File: src/rtl/fmul_wb_queue.sv
// In-order FMUL writeback FIFO; a result captured in cycle N can retire from N+1 on.
// Retires only when the pipeline leaves the write port free; drops into sticky Overflow when full.
module fmul_wb_queue #(
  parameter int DEPTH  = 4,
  parameter int DATA_W = 32,
  parameter int ADDR_W = 4,
  localparam int PW    = $clog2(DEPTH),
  localparam int CW    = $clog2(DEPTH + 1)
) (
  input  logic              CLK,
  input  logic              Reset,
  input  logic              FMULDone,
  input  logic [DATA_W-1:0] FMULResult,
  input  logic [ADDR_W-1:0] FMULWA3,
  input  logic              PipeRegWrite,
  input  logic [ADDR_W-1:0] RA1,
  input  logic [ADDR_W-1:0] RA2,
  output logic              QWE3,
  output logic [ADDR_W-1:0] QWA3,
  output logic [DATA_W-1:0] QWD3,
  output logic              Hazard1,
  output logic              Hazard2,
  output logic              Full,
  output logic              Empty,
  output logic [CW-1:0]     Count,
  output logic              Overflow
);

  logic              valid_q [DEPTH];
  logic              valid_d [DEPTH];
  logic [ADDR_W-1:0] addr_q  [DEPTH];
  logic [ADDR_W-1:0] addr_d  [DEPTH];
  logic [DATA_W-1:0] data_q  [DEPTH];
  logic [DATA_W-1:0] data_d  [DEPTH];
  logic [PW-1:0]     wr_ptr_q, wr_ptr_d;
  logic [PW-1:0]     rd_ptr_q, rd_ptr_d;
  logic [CW-1:0]     count_q, count_d;
  logic              overflow_q, overflow_d;

  logic empty, full, pop, push, drop;

  always_comb begin
    empty = (count_q == '0);
    full  = (count_q == CW'(DEPTH));
    pop   = !empty && !PipeRegWrite;
    // A pop frees the head slot in the same edge, so a full queue still accepts.
    push  = FMULDone && (!full || pop);
    drop  = FMULDone && full && !pop;
  end

  always_comb begin
    for (int i = 0; i < DEPTH; i++) begin
      valid_d[i] = valid_q[i];
      addr_d[i]  = addr_q[i];
      data_d[i]  = data_q[i];
    end
    wr_ptr_d   = wr_ptr_q;
    rd_ptr_d   = rd_ptr_q;
    count_d    = count_q;
    overflow_d = overflow_q | drop;

    // Pop before push: when full, both pointers address the same slot.
    if (pop) begin
      valid_d[rd_ptr_q] = 1'b0;
      rd_ptr_d          = rd_ptr_q + PW'(1);
    end
    if (push) begin
      valid_d[wr_ptr_q] = 1'b1;
      addr_d[wr_ptr_q]  = FMULWA3;
      data_d[wr_ptr_q]  = FMULResult;
      wr_ptr_d          = wr_ptr_q + PW'(1);
    end

    case ({push, pop})
      2'b10:   count_d = count_q + CW'(1);
      2'b01:   count_d = count_q - CW'(1);
      default: count_d = count_q;
    endcase
  end

  always_ff @(posedge CLK or posedge Reset) begin
    if (Reset) begin
      for (int i = 0; i < DEPTH; i++) begin
        valid_q[i] <= 1'b0;
        addr_q[i]  <= '0;
        data_q[i]  <= '0;
      end
      wr_ptr_q   <= '0;
      rd_ptr_q   <= '0;
      count_q    <= '0;
      overflow_q <= 1'b0;
    end else begin
      for (int i = 0; i < DEPTH; i++) begin
        valid_q[i] <= valid_d[i];
        addr_q[i]  <= addr_d[i];
        data_q[i]  <= data_d[i];
      end
      wr_ptr_q   <= wr_ptr_d;
      rd_ptr_q   <= rd_ptr_d;
      count_q    <= count_d;
      overflow_q <= overflow_d;
    end
  end

  // The entry being popped and the result arriving this cycle both still block readers.
  always_comb begin
    Hazard1 = FMULDone && (FMULWA3 == RA1);
    Hazard2 = FMULDone && (FMULWA3 == RA2);
    for (int i = 0; i < DEPTH; i++) begin
      if (valid_q[i] && (addr_q[i] == RA1)) Hazard1 = 1'b1;
      if (valid_q[i] && (addr_q[i] == RA2)) Hazard2 = 1'b1;
    end
  end

  always_comb begin
    QWE3     = pop;
    QWA3     = addr_q[rd_ptr_q];
    QWD3     = data_q[rd_ptr_q];
    Full     = full;
    Empty    = empty;
    Count    = count_q;
    Overflow = overflow_q;
  end

endmodule

File: config.mk
export PLATFORM = sky130hd
export DESIGN_NAME = fmul_wb_queue
export DESIGN_NICKNAME = d
export VERILOG_FILES = /design/src/rtl/fmul_wb_queue.sv
export SDC_FILE = /design/constraint.sdc
export NUM_CORES = 1
export LEC_CHECK = 0
export BUFFER_PORTS_ARGS = -buffer_cell sky130_fd_sc_hd__buf_2
export CORE_MARGIN = 2
export CORE_UTILIZATION = 47
export DETAILED_ROUTE_END_ITERATION = 10
export GPL_TIMING_DRIVEN = 0
export PLACE_DENSITY = 0.66
export SETUP_SLACK_MARGIN = 0.02
export SYNTH_ARGS = -nofsm -noshare
export SYNTH_HDL_FRONTEND = slang
export SYNTH_SLANG_ARGS = --single-unit
File: constraint.sdc
create_clock -name CLK -period 14.73 [get_ports CLK]
set_input_delay 2.946 -clock CLK [delete_from_list [all_inputs] [get_ports CLK]]
set_output_delay 2.946 -clock CLK [all_outputs]
set_load 0.01 [all_outputs]
### Word-level counts from Yosys, hierarchy flattened

Cells that the tools add are included.
W data, S select, Z words.

| word-level totals | value |
|---|---|
| bits in registers | 156 |
| logic and storage cells | 93 |

| operators by class | value |
|---|---|
| add/subtract/negate cells | 4 |
| magnitude comparators | 4 |
| equality and inequality tests | 13 |
| mux-type cells | 27 |
| bitwise operators | 6 |
| reduce and logical (&&, ||, !) cells | 23 |

Operators with widths:

| cell | number |
|---|---|
| $bwmux W128 | 1 |
| $mux W32 | 3 |
| $bmux W32 S2 | 1 |
| $demux W32 S2 | 1 |
| $eq A4 B4 Y1 | 10 |
| $mux W4 | 5 |
| $bwmux W16 | 1 |
| $logic_and A1 B1 Y1 | 16 |
| $mux W1 | 10 |
| $bmux W4 S2 | 1 |
| $demux W4 S2 | 1 |
| $ge A3 B3 Y1 const B | 2 |
| $lt A3 B1 Y1 const B | 2 |
| $not A2 Y3 | 2 |
| $pmux W3 S2 | 1 |
| $add A2 B1 Y2 const B | 2 |
| $and A4 B4 Y4 | 1 |
| $demux W1 S2 | 2 |
| $logic_not A1 Y1 | 4 |
| $not A4 Y4 | 1 |
| $or A4 B4 Y4 | 1 |
| $add A3 B1 Y3 const B | 1 |
| $eq A3 B3 Y1 const B | 1 |
| $logic_not A3 Y1 | 1 |
| 6 further kinds | 6 |

### Longest topological paths before layout

| depth | value |
|---|---|
| depth after elaboration | 10 |
| gate-level depth with buffers | 11 |
| gate-level depth less buffers | 10 |

### Worst setup path before layout

No wires, ideal clock.

| path | value |
|---|---|
| path kind | input -> output |
| start | input port RA1[2] |
| end | output port Hazard1 |
| arrival | 3719 ps |
| required time | 11784 ps |
| path slack | 8065 ps |
| cell stages on the path | 6 |
| path buffers | 1 |
| cell sequence | clkbuf_1 -> xnor2_1 -> nand2_1 -> nor4_1 -> a31oi_1 -> nand3_1 |

| between the ends | value |
|---|---|
| word-level cells in the longest chain between the ends | 6 |
| elaborated cells on any way between the ends | 14 |
| those cells by class | eq/ne: 5; mux: 4; reduce/logical: 5 |

RTL lines:

| what | line | text |
|---|---|---|
| start, declared | 16 | `input logic [ADDR_W-1:0] RA1,` |
| $eq A4 B4 Y1, on equally long branches | 107, 110 |  |
| $logic_and A1 B1 Y1, on equally long branches | 107, 110 |  |
| $mux W1 (3 in a row) | 110 | `if (valid_q[i] && (addr_q[i] == RA1)) Hazard1 = 1'b1;` |
| $mux W1 (*) | 110 |  |
| end, declared | 21 | `output logic Hazard1,` |

Every way passes the cells marked *; elsewhere a longest branch is shown, timed or not.

### Worst setup path in the final report

| path | value |
|---|---|
| start | input port RA2[1] |
| end | output port Hazard2 |

| between the ends | value |
|---|---|
| word-level cells in the longest chain between the ends | 6 |
| elaborated cells on any way between the ends | 14 |
| those cells by class | eq/ne: 5; mux: 4; reduce/logical: 5 |

RTL lines:

| what | line | text |
|---|---|---|
| start, declared | 17 | `input logic [ADDR_W-1:0] RA2,` |
| $eq A4 B4 Y1, on equally long branches | 108, 111 |  |
| $logic_and A1 B1 Y1, on equally long branches | 108, 111 |  |
| $mux W1 (3 in a row) | 111 | `if (valid_q[i] && (addr_q[i] == RA2)) Hazard2 = 1'b1;` |
| $mux W1 (*) | 111 |  |
| end, declared | 22 | `output logic Hazard2,` |

Marks and branches as above.

==> run metrics <==
status=finished clean; Critical Path Source=RA2[1]; FF+latch count, synth=156; Die Span X=134 um; fin crit share=47.2%; std cell rows=47; crit path launch type=input pin; Post-DRT Antenna Nets=0; HPWL Detailed=11000 um; global-route wire length before repair=27100 um; Leak=4.47 nW; post-synthesis sequential area ratio=49.0%; CTS Hold Bufs=0; input/output buffers=84; min cycle time layout=6.96 ns; DRT iter0 DRCs=192; Pwr Density=246 mW/mm2; total core area=0.0166 mm2; Setup Skew=0.00884 ns; Final nets=641; H-tree depth=4; R2R setup slack=12.25 ns; Synth Cell Area=0.00797 mm2; Worst EP required=11.78 ns; Avg WL per Cell=20.3 um; via count=4297; Die ar.=0.0180 mm2; Filler Cell Count=1353; synthesized net count=537; Setup crit end=Hazard2; Setup Viol. Count Final=0; RSZ-0062 raised after global routing=no; via/cell ratio=5.27; area delta synth->final=16.5%; peak supply drop=0.121 mV; clk buf depth=2; Critical R2R Capture=rd_ptr_q[1]; commonest non-fill, non-tap cells in the layout=dfrtp_1, mux2_4, buf_2, mux4_2, xor2_1; postcts setup bufs=0; drc violations=0; largest net degree at the start of global routing=83; CP Cell Sequence=clkbuf_1 > xor2_1 > nor3_1 > a31oi_1 > nand3_1 > buf_2; layout cell share with drive strength beyond 1=54.0%; initial core utilization=48.1%; CP Capture Type=primary output; Crit Path Class=in2out; maxcap violations=0; hold_ws=0.470 ns; r2r worst-path depth=6; GRT Total Usage=19.6%; CP peak stage delay=0.27 ns; CP Depth=6; Slew HR=40.6%; Post-synth top flop=dfrtp_1; buffer and inverter count on the worst path=2; Async SR Flop Fraction=100%; grt ovf=0; Final Slew Violations=0; worst-margin pin slew=0.891 ns; Ant. Diodes=0; 1st-pass router iterations=4; number of synthesis warnings=0; vias in the first global route=4779; Die Height=134 um; Worst Path Arrival=4.01 ns; count of unique library cells instantiated by Yosys=25; Post-synth EDFFs=0; clock latency at the later pin of the worst-skew pair=0.42 ns; routability congestion estimate=0.830; Root Driver=clkbuf_16; slowest stage cell on the critical path=clkbuf_1; Reg clk slew, reported paths=0.07 ns; clock sink count=156; syn_area_per_cell=16.6 um2; Worst Path Max Fanout=5; Peak Freq=0.144 GHz; CTS Buf Count=17; Hold Fails Final Rpt=0; worst r2r src=rd_ptr_q[1]; Cells after Synth=479; I/O Pins=93; CP top delay family=buffers and inverters; initial antenna violation count=0; CTS tree=yes; worst hold path type=reg2reg; cts repair resizes=0; wirelength, routed=16600 um; most common cell after layout, fill and taps aside=dfrtp_1; total negative setup slack=0 ns
## sequential cells by signal, indices dropped and copies added, names as in the netlist
name	cells
rd_ptr_q	2
valid_q	4
Count	3
wr_ptr_q	2
Overflow	1
data_q	128
addr_q	16
## cell type report
cell class	count	area (um2)	share of cell area, %
buffer	29	325	3.50
inverter	9	38.8	0.418
timing repair buffer	85	448	4.82
sequential	156	3900	42.0
multi-input combinational	285	3710	39.9
clock buffer	17	425	4.58
clock inverter	15	163	1.75
tap	220	275	2.96
## power breakdown
part / switching [mW] / total, mW / internal (mW)
logic: 0.416 / 1.05 / 0.633
registers: 0.146 / 0.797 / 0.651
clock network: 0.189 / 0.442 / 0.253
## worst register-to-register path, cell delays in order, from the launching register on
cell      delay [ns]
dfrtp_1         0.38
clkbuf_1        0.56
clkbuf_1        0.74
inv_1           0.20
ha_1            0.33
nand2_1         0.05
o21ai_0         0.08
## layer usage
| layer | GRT usage [%] | share of wire [%] | vias up |
|---|---|---|---|
| li1 | - | - | 1930 |
| met1 | 27.7 | 47 | 2276 |
| met2 | 30.8 | 49 | 78 |
| met3 | 4.61 | 3.5 | 13 |
| met4 | 5.26 | 0.74 | 0 |
| met5 | 0 | 0 | - |
## stage by stage
step | total power [mW] | utilization, % | setup slack, ns | cell area, um2 | std cells
after global placement | 1.82 | 52.3 | 6.11 | 8670 | 783
final | 2.29 | 56.0 | 7.77 | 9290 | 816
after global routing | 2.42 | 56.0 | 7.69 | 9290 | 816
after detailed placement | 1.86 | 52.5 | 7.79 | 8700 | 784
after CTS | 2.31 | 56.0 | 7.77 | 9290 | 816
after floorplan | 1.57 | - | 7.58 | 7970 | 479
## worst min path at each step
stage / startpoint / to / slack [ns] / cells past startpoint
floorplan: valid_q[1] / valid_q[1] / 0.46 / 2
global placement: Overflow / Overflow / 0.46 / 1
detailed placement: Overflow / Overflow / 0.46 / 1
CTS: Overflow / Overflow / 0.48 / 1
global route: Overflow / Overflow / 0.50 / 1
finish: Overflow / Overflow / 0.47 / 1
## cells in the mapped netlist, types with 2 or more instances
library cell,number,area (um2)
mux2_4,116,1740
nand3_1,4,20.0
xor2_1,32,280
mux2_2,28,315
buf_2,4,20.0
nor2_1,2,7.51
nor4_1,4,25.0
clkbuf_1,11,41.3
mux4_2,36,811
xnor2_1,13,114
buf_12,13,260
a31oi_1,4,25.0
nor3_1,7,35.0
ha_1,9,113
dfrtp_1,156,3900
inv_1,9,33.8
o21ai_0,2,10.0
nand2_8,4,80.1
nand2_1,19,71.3
## cells by family after synthesis
kind of cell | share of synthesized area [%]
multiplexers | 36.1
flip-flops | 49.0
XOR/XNOR | 4.94
AND/OR/NAND/NOR | 3.26
buffers and inverters | 4.50
adder cells (fa/ha/maj) | 1.66
AO/OA/AOI/OAI | 0.549
(Power assumes the default switching activity.)
